`config.mk`:
```
export PLATFORM = sky130hd
export DESIGN_NAME = hpdcache_wrr_arb
export DESIGN_NICKNAME = d
export VERILOG_FILES = /design/src/rtl/hpdcache_pkg.sv /design/src/rtl/hpdcache_rr_pick.sv /design/src/rtl/hpdcache_wrr_arb.sv
export SDC_FILE = /design/constraint.sdc
export NUM_CORES = 1
export LEC_CHECK = 0
export ABC_AREA = 1
export BUFFER_PORTS_ARGS = -buffer_cell sky130_fd_sc_hd__buf_2
export CAP_MARGIN = 20
export CORE_ASPECT_RATIO = 0.9
export CORE_MARGIN = 2
export CORE_UTILIZATION = 40
export CTS_CLUSTER_DIAMETER = 120
export CTS_CLUSTER_SIZE = 10
export DETAILED_ROUTE_END_ITERATION = 8
export PLACE_DENSITY = 0.58
export RECOVER_POWER = 100
export SYNTH_ARGS = -nofsm -noshare
export SYNTH_HDL_FRONTEND = slang
export SYNTH_SLANG_ARGS = --single-unit
```
`constraint.sdc`:
```
create_clock -name clk_i -period 3.6 [get_ports clk_i]
set_input_delay 0 -clock clk_i [delete_from_list [all_inputs] [get_ports clk_i]]
set_output_delay 0 -clock clk_i [all_outputs]
set_load 0.05 [all_outputs]
```
`src/rtl/hpdcache_pkg.sv`:
```
// Shared types for the hpdcache weighted round-robin arbiter.
//   hpdcache_wrr_arb_st_e : arbiter grant FSM state
//     IDLE - grant follows the combinational pick
//     HOLD - grant frozen while the resource stalls
//     LOCK - grant frozen across a multi-beat burst (burst-lock builds only)
package hpdcache_pkg;

    typedef enum logic [1:0] {
        IDLE,
        HOLD,
        LOCK
    } hpdcache_wrr_arb_st_e;

endpackage

```
`src/rtl/hpdcache_rr_pick.sv`:
```
// Rotating-priority one-hot picker.
// Returns the first set bit of vec_i at or after ptr_i, wrapping N-1 -> 0.
// The vector is doubled, the lower copy is masked below the pointer, and a
// fixed-priority (lowest index) select is folded back modulo N.
//   vec_i    in  N      candidate vector
//   ptr_i    in  IW     priority pointer (highest-priority index)
//   onehot_o out N      one-hot0 selection
module hpdcache_rr_pick #(
    parameter int unsigned N = 4,
    localparam int unsigned IW = (N > 1) ? $clog2(N) : 1
) (
    input  logic [N-1:0]  vec_i,
    input  logic [IW-1:0] ptr_i,
    output logic [N-1:0]  onehot_o
);

    logic [2*N-1:0] dbl;
    logic           found;

    always_comb begin
        dbl = {vec_i, vec_i};
        for (int j = 0; j < N; j++) begin
            if (j < int'(ptr_i)) dbl[j] = 1'b0;
        end

        onehot_o = '0;
        found    = 1'b0;
        for (int j = 0; j < 2*N; j++) begin
            if (dbl[j] && !found) begin
                onehot_o[j % N] = 1'b1;
                found           = 1'b1;
            end
        end
    end

endmodule

```
`src/rtl/hpdcache_wrr_arb.sv`:
```
// Weighted round-robin arbiter for one shared downstream resource.
// Each requester spends one credit per completed transfer; when no active
// requester has credit left, every credit is reloaded from weight_i (0 -> 1)
// in the same cycle, so there is no bubble at refill. The grant is frozen
// while ready_i is low.
// Optional build macro: HPDCACHE_WRR_ARB_BURST_LOCK_EN adds last_i and the
// LOCK state, keeping the grant on the winner until the last beat.
//   clk_i        in   1      clock
//   rst_i        in   1      asynchronous active-high reset
//   req_i        in   N      request vector
//   weight_i     in   N*WW   per-requester weight, slice i = [i*WW +: WW]
//   ready_i      in   1      resource accepts the granted request
//   last_i       in   1      last beat (burst-lock builds only)
//   gnt_o        out  N      one-hot0 grant
//   gnt_valid_o  out  1      |gnt_o
//   gnt_id_o     out  IW     binary index of gnt_o, 0 when no grant
module hpdcache_wrr_arb
    import hpdcache_pkg::*;
#(
    parameter int unsigned N  = 4,
    parameter int unsigned WW = 4,
    localparam int unsigned IW = (N > 1) ? $clog2(N) : 1
) (
    input  logic            clk_i,
    input  logic            rst_i,
    input  logic [N-1:0]    req_i,
    input  logic [N*WW-1:0] weight_i,
    input  logic            ready_i,
`ifdef HPDCACHE_WRR_ARB_BURST_LOCK_EN
    input  logic            last_i,
`endif
    output logic [N-1:0]    gnt_o,
    output logic            gnt_valid_o,
    output logic [IW-1:0]   gnt_id_o
);

    typedef logic [WW-1:0] cred_t;

    hpdcache_wrr_arb_st_e state_q, state_d;
    cred_t                credit_q [N];
    cred_t                cred_next [N];
    cred_t                wt_eff [N];
    cred_t                cred_view [N];
    logic [IW-1:0]        ptr_q, ptr_next;
    logic [N-1:0]         gnt_q;
    logic [N-1:0]         has_cred, eligible, pick;
    logic                 refill, refill_commit;
    logic                 hs, xfer_done, beat_last;

`ifdef HPDCACHE_WRR_ARB_BURST_LOCK_EN
    assign beat_last = last_i;
`else
    assign beat_last = 1'b1;
`endif

    // Refill view: if nobody requesting has credit, everybody reads as weight.
    always_comb begin
        for (int i = 0; i < N; i++) begin
            wt_eff[i]   = (weight_i[i*WW +: WW] == '0) ? cred_t'(1) : weight_i[i*WW +: WW];
            has_cred[i] = (credit_q[i] != '0);
        end
        refill = (|req_i) && !(|(req_i & has_cred));
        for (int i = 0; i < N; i++) begin
            cred_view[i] = refill ? wt_eff[i] : credit_q[i];
            eligible[i]  = req_i[i] && (cred_view[i] != '0);
        end
    end

    hpdcache_rr_pick #(.N(N)) u_pick (
        .vec_i    (eligible),
        .ptr_i    (ptr_q),
        .onehot_o (pick)
    );

    // Grant FSM. gnt_o is forced low during reset so a HOLD grant vanishes
    // in the same cycle reset is asserted.
    always_comb begin
        state_d = state_q;
        gnt_o   = '0;
        unique case (state_q)
            IDLE: begin
                gnt_o = pick;
                if (|pick) begin
                    if (!ready_i)        state_d = HOLD;
                    else if (!beat_last) state_d = LOCK;
                end
            end
            HOLD: begin
                gnt_o = gnt_q;
                if (ready_i) state_d = beat_last ? IDLE : LOCK;
            end
            LOCK: begin
                gnt_o = gnt_q;
                if (ready_i && beat_last) state_d = IDLE;
            end
            default: state_d = IDLE;
        endcase
        if (rst_i) gnt_o = '0;
    end

    assign gnt_valid_o = |gnt_o;
    assign hs          = gnt_valid_o && ready_i;
    assign xfer_done   = hs && beat_last;
    // Reload is committed when the grant is first issued, so a later HOLD or
    // LOCK completion can decrement from a credit that is already >= 1.
    assign refill_commit = (state_q == IDLE) && (|pick) && refill;

    always_comb begin
        gnt_id_o = '0;
        for (int i = 0; i < N; i++) begin
            if (gnt_o[i]) gnt_id_o = gnt_id_o | IW'(i);
        end
    end

    always_comb begin
        ptr_next = ptr_q;
        for (int i = 0; i < N; i++) begin
            cred_next[i] = refill_commit ? wt_eff[i] : credit_q[i];
        end
        for (int i = 0; i < N; i++) begin
            if (xfer_done && gnt_o[i]) begin
                cred_next[i] = cred_next[i] - cred_t'(1);
                if (cred_next[i] != '0) ptr_next = IW'(i);
                else                    ptr_next = (i == N-1) ? '0 : IW'(i + 1);
            end
        end
    end

    always_ff @(posedge clk_i or posedge rst_i) begin
        if (rst_i) begin
            state_q <= IDLE;
            gnt_q   <= '0;
            ptr_q   <= '0;
            for (int i = 0; i < N; i++) credit_q[i] <= '0;
        end else begin
            state_q <= state_d;
            if (state_q == IDLE) gnt_q <= pick;
            ptr_q   <= ptr_next;
            for (int i = 0; i < N; i++) credit_q[i] <= cred_next[i];
        end
    end

    a_gnt_onehot0: assert property (@(posedge clk_i) disable iff (rst_i)
        $onehot0(gnt_o));
    a_gnt_stable: assert property (@(posedge clk_i) disable iff (rst_i)
        (gnt_valid_o && !ready_i) |=> (gnt_o == $past(gnt_o)));
    a_hold_no_withdraw: assert property (@(posedge clk_i) disable iff (rst_i)
        (state_q == HOLD) |-> (|(req_i & gnt_q)));

endmodule
```
* Word level (Yosys, flattened, before mapping)
Index checks and enable logic that the tools add are counted.
** Operators by class
- Add/sub/neg operators :: 4
- $lt $le $gt $ge :: 3
- Equal/unequal tests :: 5
- Mux-type cells :: 50
- Bitwise logic cells :: 1
- Reductions and logical operators :: 51
** Operator list (number)
- $mux 4 :: 17
- $reduce_bool 4->1 :: 13
- $mux 2 :: 11
- $mux 1 :: 20
- $logic_and 1x1->1 :: 19
- $logic_not 4->1 :: 4
- $reduce_or 4->1 :: 4
- $sub 4x1->4 const B :: 4
- $logic_not 1->1 :: 8
- $pmux 4 s2 :: 1
- $and 4x4->4 :: 1
- $lt 1x2->1 const A :: 2
- $ne 2x2->1 const B :: 2
- $pmux 2 s2 :: 1
- $reduce_and 3->1 :: 1
- $eq 2x1->1 const B :: 1
- $eq 2x2->1 const B :: 1
- $logic_not 2->1 :: 1
- $lt 2x2->1 const A :: 1
- $ne 2x1->1 const B :: 1
- $reduce_or 2->1 :: 1
** Storage, ports and cells
- Register bits :: 24
- Input bits :: 23
- Output and inout port bits :: 7

* Logic depth before layout (Yosys ltp)
Gate-level depths: netlist of the first run.
- Word-level depth :: 42
- Gate-level depth with buffers :: 24
- Depth with buffers taken out :: 24

* Modules after synthesis
Synthesis of the first run repeated with hierarchy kept, for this count alone.
** Unflattened totals
- Cells, all modules :: 264
- Area, all modules :: 1843.0 µm²
** Modules (own cells, without submodules)
- hpdcache_wrr_arb :: times used 1, cells an instance 241, area each 1739.2 µm², sequential area each 575.6 µm²
- hpdcache_rr_pick :: times used 1, cells an instance 23, area each 103.8 µm², sequential area each 0.0 µm²

* Least setup slack after synthesis of the first run
No wires, ideal clock.
- Path type :: flip-flop to flip-flop
- Start point :: register credit_q[3] in the netlist's numbering
- End point :: register credit_q[12] in the netlist's numbering
- Library setup time :: 125 ps
- Arrival :: 2184 ps
- Required time :: 3475 ps
- Path slack :: 1291 ps
- Cell stages (with the launch flop) :: 20
- Cells stage by stage :: dfrtp_1 > nor2_1 > nand2_1 > nand2_2 > nand2_2 > nor2_4 > nand3_1 > nand2_1 > inv_2 > nor2_4 > nand3_1 > nand3_2 > nand3_4 > nand2_4 > inv_2 > nand2_4 > nand2_2 > inv_2 > nand2_4 > xor2_1
** RTL lines
- start: declaration :: RTL line hpdcache_wrr_arb.sv:40 : cred_t credit_q [N];

* Worst setup path in the final report of the first run
- Start point :: register credit_q[6] in the netlist's numbering
- End point :: register ptr_q[1]
** On the way
- Word-level cells in the longest chain between the ends :: 41
- Elaborated cells between the ends (all ways) :: 71
** RTL lines
- $reduce_bool 4->1 :: RTL line hpdcache_wrr_arb.sv:60 : has_cred[i] = (credit_q[i] != '0);
- $and 4x4->4 :: RTL line hpdcache_wrr_arb.sv:62 : refill = (|req_i) && !(|(req_i & has_cred));
- $reduce_or 4->1 :: RTL line hpdcache_wrr_arb.sv:62
- $logic_not 1->1 :: RTL line hpdcache_wrr_arb.sv:62
- $logic_and 1x1->1 :: RTL line hpdcache_wrr_arb.sv:62
- $mux 4 :: RTL line hpdcache_wrr_arb.sv:64 : cred_view[i] = refill ? wt_eff[i] : credit_q[i];
- $reduce_bool 4->1 :: RTL line hpdcache_wrr_arb.sv:65 : eligible[i] = req_i[i] && (cred_view[i] != '0);
- $logic_and 1x1->1 :: RTL line hpdcache_wrr_arb.sv:65
- [22 not listed]
- $mux 1 :: RTL line hpdcache_rr_pick.sv:29 : if (dbl[j] && !found) begin
- $reduce_or 4->1 :: RTL line hpdcache_wrr_arb.sv:106 : assign refill_commit = (state_q == IDLE) && (|pick) && refill;
- $logic_and 1x1->1 (2 in series) :: RTL line hpdcache_wrr_arb.sv:106
- $mux 4 :: RTL line hpdcache_wrr_arb.sv:118 : cred_next[i] = refill_commit ? wt_eff[i] : credit_q[i];
- $sub 4x1->4 :: RTL line hpdcache_wrr_arb.sv:122 : cred_next[i] = cred_next[i] - cred_t'(1);
- $reduce_bool 4->1 :: RTL line hpdcache_wrr_arb.sv:123 : if (cred_next[i] != '0) ptr_next = IW'(i);
- $mux 2 :: RTL line hpdcache_wrr_arb.sv:123
- $mux 2 (3 in series) :: RTL line hpdcache_wrr_arb.sv:121 : if (xfer_done && gnt_o[i]) begin
- end signal: assignment :: RTL line hpdcache_wrr_arb.sv:138 : ptr_q <= ptr_next;
- end: declaration :: RTL line hpdcache_wrr_arb.sv:44 : logic [IW-1:0] ptr_q, ptr_next;
Parallel ways exist; a longest one is shown, timed or not.
A chain may end at the register's enable or synchronous reset.

==> out/qor.yml, run 1 <==
status:
  outcome: "complete, no violations"
setup_path:
  critical_path_peak_fanout: 7
  cp.buffers_inverters: 3
  timing.critical_path.cells: "nor2_1 -> nand2_1 -> nand2_1 -> nand2_1 -> inv_1 -> nand3_1 -> nand2_1 -> nand2_1 -> nand2_2 -> nor2_1 -> nand2_1 -> nand2_1 -> o21ai_2 -> inv_1 -> nand2_1 -> nor2_1 -> inv_2 -> a21oi_1 -> nor2_1 -> a22oi_1"
  critPathCaptureType: "flip-flop"
  crit_path_end: "ptr_q[1]$_DFFE_PP0P_"
  critical-path-top-cell-by-count: "sky130_fd_sc_hd__nand2_1"
  worstReg2RegStart: "credit_q[6]$_DFF_PP0_"
  critPathMaxStageDelay_ps: 510
  cp_num_cells: 20
  reg2reg_depth: 20
  criticalPathCategory: "flip-flop to flip-flop"
  element_type_at_the_critical_path_start: "flip-flop"
  critPathArrivalTime_ps: 3010
  worst_path_dominant_cell_family: "simple AND/OR/NAND/NOR gates"
  timing.critical_path.slowest_stage_cell: "sky130_fd_sc_hd__nor2_1"
  r2r_end: "ptr_q[1]$_DFFE_PP0P_"
  timing.critical_path.from: "credit_q[6]$_DFF_PP0_"
  reg2reg_setup_slack_ps: 770
  timing.critical_path.required_ps: 3780
clock_tree:
  worst_skew_pair.late_latency_ps: 270
  cts_buffers: 3
  cts-root-buf: "sky130_fd_sc_hd__clkbuf_8"
  ctsResizeCount: 0
  clk_path_buf_depth: 2
  tritoncts_clock_tree: "built"
  cts.sink_count: 23
  htree_levels: 1
  path_clk_slew_ps: 90
timing:
  finalHoldViolCount: 0
  fin_worst_skew_ps: 7.33
  min_period_ps: 2830
  final_max_tran_viols: 0
  relSlewSlack_pct: 42.2
  layout_worst_path_cycle_share_pct: 78.5
  worstMarginPinSlew_ps: 867
  setup_viol: 0
  max_freq_mhz: 354
  setup_total_negative_slack_ps: 0
  rsz_0062_raised_after_global_routing: "false"
floorplanning:
  ioPinCount: 30
  area_of_the_core_region_um2: 4370
  start_util_pct: 40.9
  std_cell_rows: 23
  die_area_um2: 5030
  chipHeight_um: 67.5
  dieWidth_um: 74.5
detailed_routing:
  dr_total_vias: 1419
  via_per_inst: 4.58
  route.antenna.remaining_nets: 0
  remaining_drc_errors: 0
  drt_pre_antenna_iters: 4
  routed_wirelength_mm: 3.62
  drt_iter0_drc: 82
  routed_length_per_placed_instance_um: 11.7
cells_and_area:
  final_nets: 279
  share_of_layout_cells_above_drive_strength_1_pct: 22.2
  antenna-diode-count: 0
  filler_cell_count: 472
  areaGrowthSynthToFinish_pct: 9.64
global_route:
  antenna_found_initial: 0
  maximum_number_of_pins_on_one_net_before_global_route_repair: 20
  grt_first_pass_wirelength_mm: 6.27
  vias_in_the_first_global_route: 1356
  grt_remaining_overflow: 0
  groute.usage.overall_pct: 16.4
place:
  gpl.final_weighted_congestion: 0.838
  io_buffer_count: 29
  post-dp-hpwl_mm: 2.96
synthesis:
  syn_area_um2: 1790
  ys.warnings.count: 0
  post_synth_num_cell_types: 33
  part_of_the_yosys_area_used_for_sequential_elements_pct: 32.1
  synth.top_cell.area_share_pct: 32.1
  mappedNetlistNets: 244
  ys_top_cells_by_area: "sky130_fd_sc_hd__dfrtp_1 32%, sky130_fd_sc_hd__mux2i_1 6.7%, sky130_fd_sc_hd__nand2_1 6.7%, sky130_fd_sc_hd__ha_1 4.9%, sky130_fd_sc_hd__xor2_1 4.9%"
  synth_largest_area_cell: "sky130_fd_sc_hd__dfrtp_1"
  synthesis.instances: 214
  avgSynthCellArea_um2: 8.37
  number_of_flip_flops_and_latches_in_the_synthesized_netlist: 23
run:
  max_capacitance_violation_count: 0
power:
  design_power_total_w: 0.00139
  vdd_ir_drop_max_mv: 0.301
  power.static_leakage_nw: 1.05
  power.density_cell_area_nw_per_um2: 709
hold_path:
  hold_class: "primary input to flip-flop"
[repair_timing]
| item | 4_1_cts | 5_1_grt |
|---|---|---|
| setup buffers | 0 | 0 |
| hold buffers | 1 | 0 |
| hold endpoints to repair | 7 | 0 |
[layout by cell type (no fill, tap or decap), drive strengths merged]
cell | Yosys | final
a21boi | 1 | 1
a21oi | 4 | 4
a22oi | 1 | 1
and2 | 1 | 1
buf | 1 | 22
clkbuf | 0 | 11
clkinv | 1 | 2
dfrtp | 23 | 23
dlygate4sd3 | 0 | 1
ha | 7 | 7
inv | 31 | 31
mux2i | 15 | 15
nand2 | 45 | 45
nand3 | 20 | 20
nand4 | 4 | 4
nor2 | 26 | 26
nor3 | 5 | 5
o21ai | 13 | 13
or2 | 4 | 4
xnor2 | 2 | 2
xor2 | 10 | 10
[power by group]
part           leakage (nW)  internal [W]  switching (W)
registers             0.274      0.000375      0.0000702
clock network        0.0255     0.0000773      0.0000881
logic                 0.749      0.000288       0.000494
total                  1.05      0.000740       0.000652
[logic make-up after synthesis]
| family | after synthesis | share of synthesized area [%] |
|---|---|---|
| compound gates | 19 | 6.85 |
| mux | 15 | 9.50 |
| simple gates | 105 | 33.4 |
| flops | 23 | 32.1 |
| fa+ha+maj | 7 | 4.89 |
| xor+xnor | 12 | 5.87 |
| buf+inv | 33 | 7.34 |
[synth_stat cells]
cell / instances
sky130_fd_sc_hd__nor2_1: 20
sky130_fd_sc_hd__a21oi_1: 3
sky130_fd_sc_hd__o21ai_0: 8
sky130_fd_sc_hd__mux2i_2: 2
sky130_fd_sc_hd__mux2i_1: 12
sky130_fd_sc_hd__a21boi_2: 1
sky130_fd_sc_hd__clkinv_1: 1
sky130_fd_sc_hd__ha_1: 7
sky130_fd_sc_hd__o21ai_2: 4
sky130_fd_sc_hd__inv_2: 9
sky130_fd_sc_hd__mux2i_4: 1
sky130_fd_sc_hd__nor3_2: 1
sky130_fd_sc_hd__or2_2: 3
sky130_fd_sc_hd__nand3_1: 14
sky130_fd_sc_hd__nand4_1: 4
sky130_fd_sc_hd__inv_1: 22
sky130_fd_sc_hd__nand2_1: 32
sky130_fd_sc_hd__xnor2_1: 2
sky130_fd_sc_hd__nor2_4: 5
sky130_fd_sc_hd__nor2_2: 1
sky130_fd_sc_hd__nand3_4: 3
sky130_fd_sc_hd__nand2_4: 4
sky130_fd_sc_hd__buf_6: 1
sky130_fd_sc_hd__and2_1: 1
sky130_fd_sc_hd__dfrtp_1: 23
sky130_fd_sc_hd__xor2_1: 10
sky130_fd_sc_hd__a21oi_2: 1
sky130_fd_sc_hd__nand3_2: 3
sky130_fd_sc_hd__nand2_2: 9
sky130_fd_sc_hd__a22oi_1: 1
sky130_fd_sc_hd__o21ai_1: 1
sky130_fd_sc_hd__nor3_1: 4
sky130_fd_sc_hd__or2_0: 1
[layer usage]
| layer | up-vias | part of all wire, % | track usage, % |
|---|---|---|---|
| li1 | 754 | - | - |
| met5 | - | 0 | 0 |
| met3 | 2 | 2.4 | 2.54 |
| met2 | 13 | 44 | 25.2 |
| met4 | 0 | 0.75 | 4.69 |
| met1 | 650 | 53 | 24.0 |
[worst min-delay path, delay by kind of cell]
kind                   cells  cell delay [ps]
AOI/OAI and AO/OA          1               70
buffers and inverters      3              210
[per-stage QoR]
step	instance area [um2]	hold WS, ps	instances	setup slack (ps)	utilization [%]
2_1_floorplan	1790	82.8	214	1290	-
4_1_cts	2070	58.7	310	855	47.2
6_report	1960	46.3	310	775	44.9
3_3_place_gp	2010	80.6	305	849	45.9
3_5_place_dp	2010	95.5	305	891	45.9
5_1_grt	1960	93.4	310	316	44.9
[state kept, by name, summed over array words and instances, names as in the netlist]
register	count
credit_q	16
gnt_q	4
ptr_q	2
state_q	1
[area by class of cell]
type | count | area, um2 | share of cell area (%)
inverters | 32 | 120 | 6.12
clock buffers | 3 | 41.3 | 2.10
flip-flops and latches | 23 | 576 | 29.3
repair buffers | 31 | 150 | 7.65
clock inverters | 1 | 5.00 | 0.255
well taps | 62 | 77.6 | 3.95
multi-input cells | 158 | 993 | 50.6
[worst min-delay path by stage]
stage	startpoint	end	slack, ps	cells past startpoint
after CTS	ready_i	credit_q[8]$_DFF_PP0_	60	3
after global routing	ready_i	state_q[0]$_DFFE_PP0P_	90	4
after floorplan	rst_i	credit_q[0]$_DFF_PP0_	80	1
after global placement	rst_i	ptr_q[1]$_DFFE_PP0P_	80	2
final	ready_i	state_q[0]$_DFFE_PP0P_	50	4
after detailed placement	rst_i	credit_q[10]$_DFF_PP0_	100	2
No activity file was read; power rests on OpenSTA's default activity.
==> run 2: changes to the inputs <==
PLACE_DENSITY = 0.6   (was 0.58)
clock period = 2.5 ns   (was 3.6 ns; I/O delays follow)
==> run 2 against run 1 <==
Against the previous run:
- global-route usage fell by 0.31 points
- via count rose by 7.6%
- combinational power rose by 75%
- utilization rose by 7.4 points
- critical path depth fell by 5
==> out/qor.yml, run 2 (synthesis gave the netlist of run 1 again) <==
cells_and_area:
  top_register: "credit_q"
  most-common-layout-cells: "29 x sky130_fd_sc_hd__nand2_1, 28 x sky130_fd_sc_hd__buf_2, 23 x sky130_fd_sc_hd__dfrtp_1"
  postLayoutCellArea_um2: 2280  # +16%
  layout_commonest_cell: "sky130_fd_sc_hd__nand2_1"
  final-instance-count-excl-fill: 325  # +4.8%
  reg.largest.list: "credit_q (16), gnt_q (4), ptr_q (2)"
  final_nets: 294  # +5.4%
  layout.area.seq_um2: 576  # unchanged
  multi_input_comb_area_um2: 1160  # +17%
  areaGrowthSynthToFinish_pct: 27.6
  share_of_layout_cells_above_drive_strength_1_pct: 39.9  # +18 points
  max_reg_flops: 16  # unchanged
  antenna-diode-count: 0  # unchanged
  filler_cell_count: 417  # -12%
global_route:
  maximum_number_of_pins_on_one_net_before_global_route_repair: 19  # -5.0%
  grt_first_pass_wirelength_mm: 6.24  # -0.34%
  vias_in_the_first_global_route: 1434  # +5.8%
  groute.usage.overall_pct: 16.1  # -0.31 points
  antenna_found_initial: 0  # unchanged
  grt_remaining_overflow: 0  # unchanged
place:
  io_buffer_count: 29  # unchanged
  dpl.cell_count: 314  # +3.0%
  placedInstanceArea_um2: 2080  # +3.4%
  post-dp-hpwl_mm: 3.04  # +2.8%
  place_worst_setup_slack_ps: -23.2  # -914 ps
  gpl.final_weighted_congestion: 0.811  # -3.1%
timing:
  setup_viol: 0  # unchanged
  fin_worst_skew_ps: 2.48  # -4.84 ps
  layout_worst_path_cycle_share_pct: 96.5  # +18 points
  setup_total_negative_slack_ps: 0  # unchanged
  hold-worst-slack_ps: 83.2  # +37.0 ps
  relSlewSlack_pct: 68.6  # +26 points
  worstMarginPinSlew_ps: 471  # -396 ps
  min_period_ps: 2410  # -414 ps
  rsz_0062_raised_after_global_routing: "true"
  finalHoldViolCount: 0  # unchanged
  final_critical_path_setup_slack_ps: 88.5  # -686 ps
  max_freq_mhz: 415  # +17%
  final_max_tran_viols: 0  # unchanged
setup_path:
  reg2reg_depth: 15  # -25%
  timing.critical_path.from: "credit_q[1]$_DFF_PP0_"
  criticalPathCategory: "flip-flop to flip-flop"
  element_type_at_the_critical_path_start: "flip-flop"
  critPathCaptureType: "flip-flop"
  timing.critical_path.required_ps: 2660  # -1120 ps
  r2r_end: "ptr_q[0]$_DFFE_PP0P_"
  critPathArrivalTime_ps: 2570  # -440 ps
  critical_path_peak_fanout: 7  # unchanged
  reg2reg_setup_slack_ps: 90  # -690 ps
  worstReg2RegStart: "credit_q[1]$_DFF_PP0_"
power:
  power_frac_comb_pct: 61.0  # +4.9 points
  clkPwrFrac_pct: 10.4  # -1.5 points
  sequentialPowerShare_pct: 28.6  # -3.4 points
  power.static_leakage_nw: 1.18  # +12%
  internal_power_contribution_w: 0.00121  # +64%
  vdd_ir_drop_max_mv: 0.387  # +29%
  power.density_cell_area_nw_per_um2: 985  # +39%
  switchingPower_w: 0.00104  # +59%
  power.share.switching_pct: 46.0  # -0.83 points
clock_tree:
  worst_skew_pair.late_latency_ps: 260  # about the same
  cts.sink_count: 23  # unchanged
  cts_buffers: 3  # unchanged
  cts-root-buf: "sky130_fd_sc_hd__clkbuf_8"
  clk_path_buf_depth: 2  # unchanged
  path_clk_slew_ps: 80  # about the same
  htree_levels: 1  # unchanged
  tritoncts_clock_tree: "built"
detailed_routing:
  route.antenna.remaining_nets: 0  # unchanged
  via_per_inst: 4.70  # +2.6%
  drt_pre_antenna_iters: 4  # unchanged
  drt_iter0_drc: 62  # -24%
  routed_wirelength_mm: 3.83  # +5.6%
  wl_met2_mm: 1.80  # +12%
  dr_total_vias: 1527  # +7.6%
  detail_route.wirelength.met1_mm: 1.85  # -2.9%
  routed-wl-met3_um: 127  # +48%
  routed_length_per_placed_instance_um: 11.8  # +0.73%
  highest_layer: "met4"
  remaining_drc_errors: 0  # unchanged
hold_path:
  timing.hold.worst_endpoint: "credit_q[6]$_DFF_PP0_"
  holdCritStartpoint: "weight_i[10]"
  hold_class: "primary input to flip-flop"
  min_path_cells: 3  # -1
floorplanning:
  start_util_pct: 40.9  # unchanged
  chipHeight_um: 67.5  # unchanged
  std_cell_rows: 23  # unchanged
  area_of_the_core_region_um2: 4370  # unchanged
  ioPinCount: 30  # unchanged
  die_area_um2: 5030  # unchanged
  dieWidth_um: 74.5  # unchanged
run:
  max_capacitance_violation_count: 0  # unchanged
status:
  outcome: "complete, no violations"
-- run 2: cell count changes in the layout (fill, tap and decap cells not counted), moves of 3 or more --
| cell | delta |
|---|---|
| sky130_fd_sc_hd__inv_1 | -5 |
| sky130_fd_sc_hd__nand3_1 | -6 |
| sky130_fd_sc_hd__nand2_4 | +6 |
| sky130_fd_sc_hd__nand2_1 | -8 |
| sky130_fd_sc_hd__clkbuf_1 | -7 |
| sky130_fd_sc_hd__buf_2 | +6 |
| sky130_fd_sc_hd__nand3_4 | +3 |
| sky130_fd_sc_hd__inv_4 | +3 |
| sky130_fd_sc_hd__nand3_2 | +4 |
| sky130_fd_sc_hd__nor2_4 | +4 |
| sky130_fd_sc_hd__nor2_1 | -6 |
| sky130_fd_sc_hd__buf_4 | +12 |
-- run 2: worst max-delay path by stage --
stage | end | cells after the start
after global routing | ptr_q[1]$_DFFE_PP0P_ | 16
after global placement | ptr_q[0]$_DFFE_PP0P_ | 15
after CTS | ptr_q[0]$_DFFE_PP0P_ | 15
final | ptr_q[0]$_DFFE_PP0P_ | 15
after floorplan | credit_q[12]$_DFF_PP0_ | 19
after detailed placement | ptr_q[0]$_DFFE_PP0P_ | 15
-- run 2: through the flow --
| step | total power (W) | utilization [%] |
|---|---|---|
| after detailed placement | 0.00191 | 47.5 |
| after global placement | 0.00189 | 47.5 |
| after CTS | 0.00215 | 48.8 |
| final | 0.00225 | 52.2 |
| after floorplan | 0.00163 | - |
| after global routing | 0.00247 | 52.2 |
-- run 2: area by class of cell --
cell class | instances | area share [%]
multi-input combinational | 159 | 50.8
sequential | 23 | 25.2
timing repair buffer | 45 | 13.0
inverter | 32 | 5.59
tap | 62 | 3.40
clock buffer | 4 | 1.97
-- run 2: layer usage --
metal / GRT usage, % / up-vias
met1: 23.0 / 709
met4: 4.24 / 0
li1: - / 789
met2: 25.8 / 23
met5: 0 / -
met3: 2.09 / 6
-- run 2: critical path: stages (launching register included) --
cell                      delay [ps]
sky130_fd_sc_hd__dfrtp_1         400
sky130_fd_sc_hd__nor2_1          100
sky130_fd_sc_hd__nand2_1          80
sky130_fd_sc_hd__nand2_2          70
sky130_fd_sc_hd__nand2_2          60
sky130_fd_sc_hd__nor2_4          170
sky130_fd_sc_hd__nand3_4         190
sky130_fd_sc_hd__mux2i_4         260
sky130_fd_sc_hd__ha_1            210
sky130_fd_sc_hd__xnor2_1         150
sky130_fd_sc_hd__nor3_2          170
sky130_fd_sc_hd__nand4_1         160
sky130_fd_sc_hd__nand3_1         120
sky130_fd_sc_hd__nand2_1          50
sky130_fd_sc_hd__nand2_1          70
sky130_fd_sc_hd__a21oi_2          50
-- run 2: power by group through the flow --
stage / clock network [W] / logic, W / registers (W)
after floorplan: 0 / 0.00101 / 0.000620
after CTS: 0.000241 / 0.00127 / 0.000642
after global routing: 0.000258 / 0.00155 / 0.000663
after detailed placement: 0 / 0.00126 / 0.000647
after global placement: 0 / 0.00125 / 0.000644
final: 0.000234 / 0.00137 / 0.000643
-- run 2: what timing repair did --
item | CTS | global route
hold buffers | 1 | 0
endpoints found under the hold margin | 5 | 0
gates resized for setup | 1 | 26
setup buffers | 0 | 5
pin swaps | 0 | 2
setup endpoints to repair | 2 | 12
cloned | 0 | 1
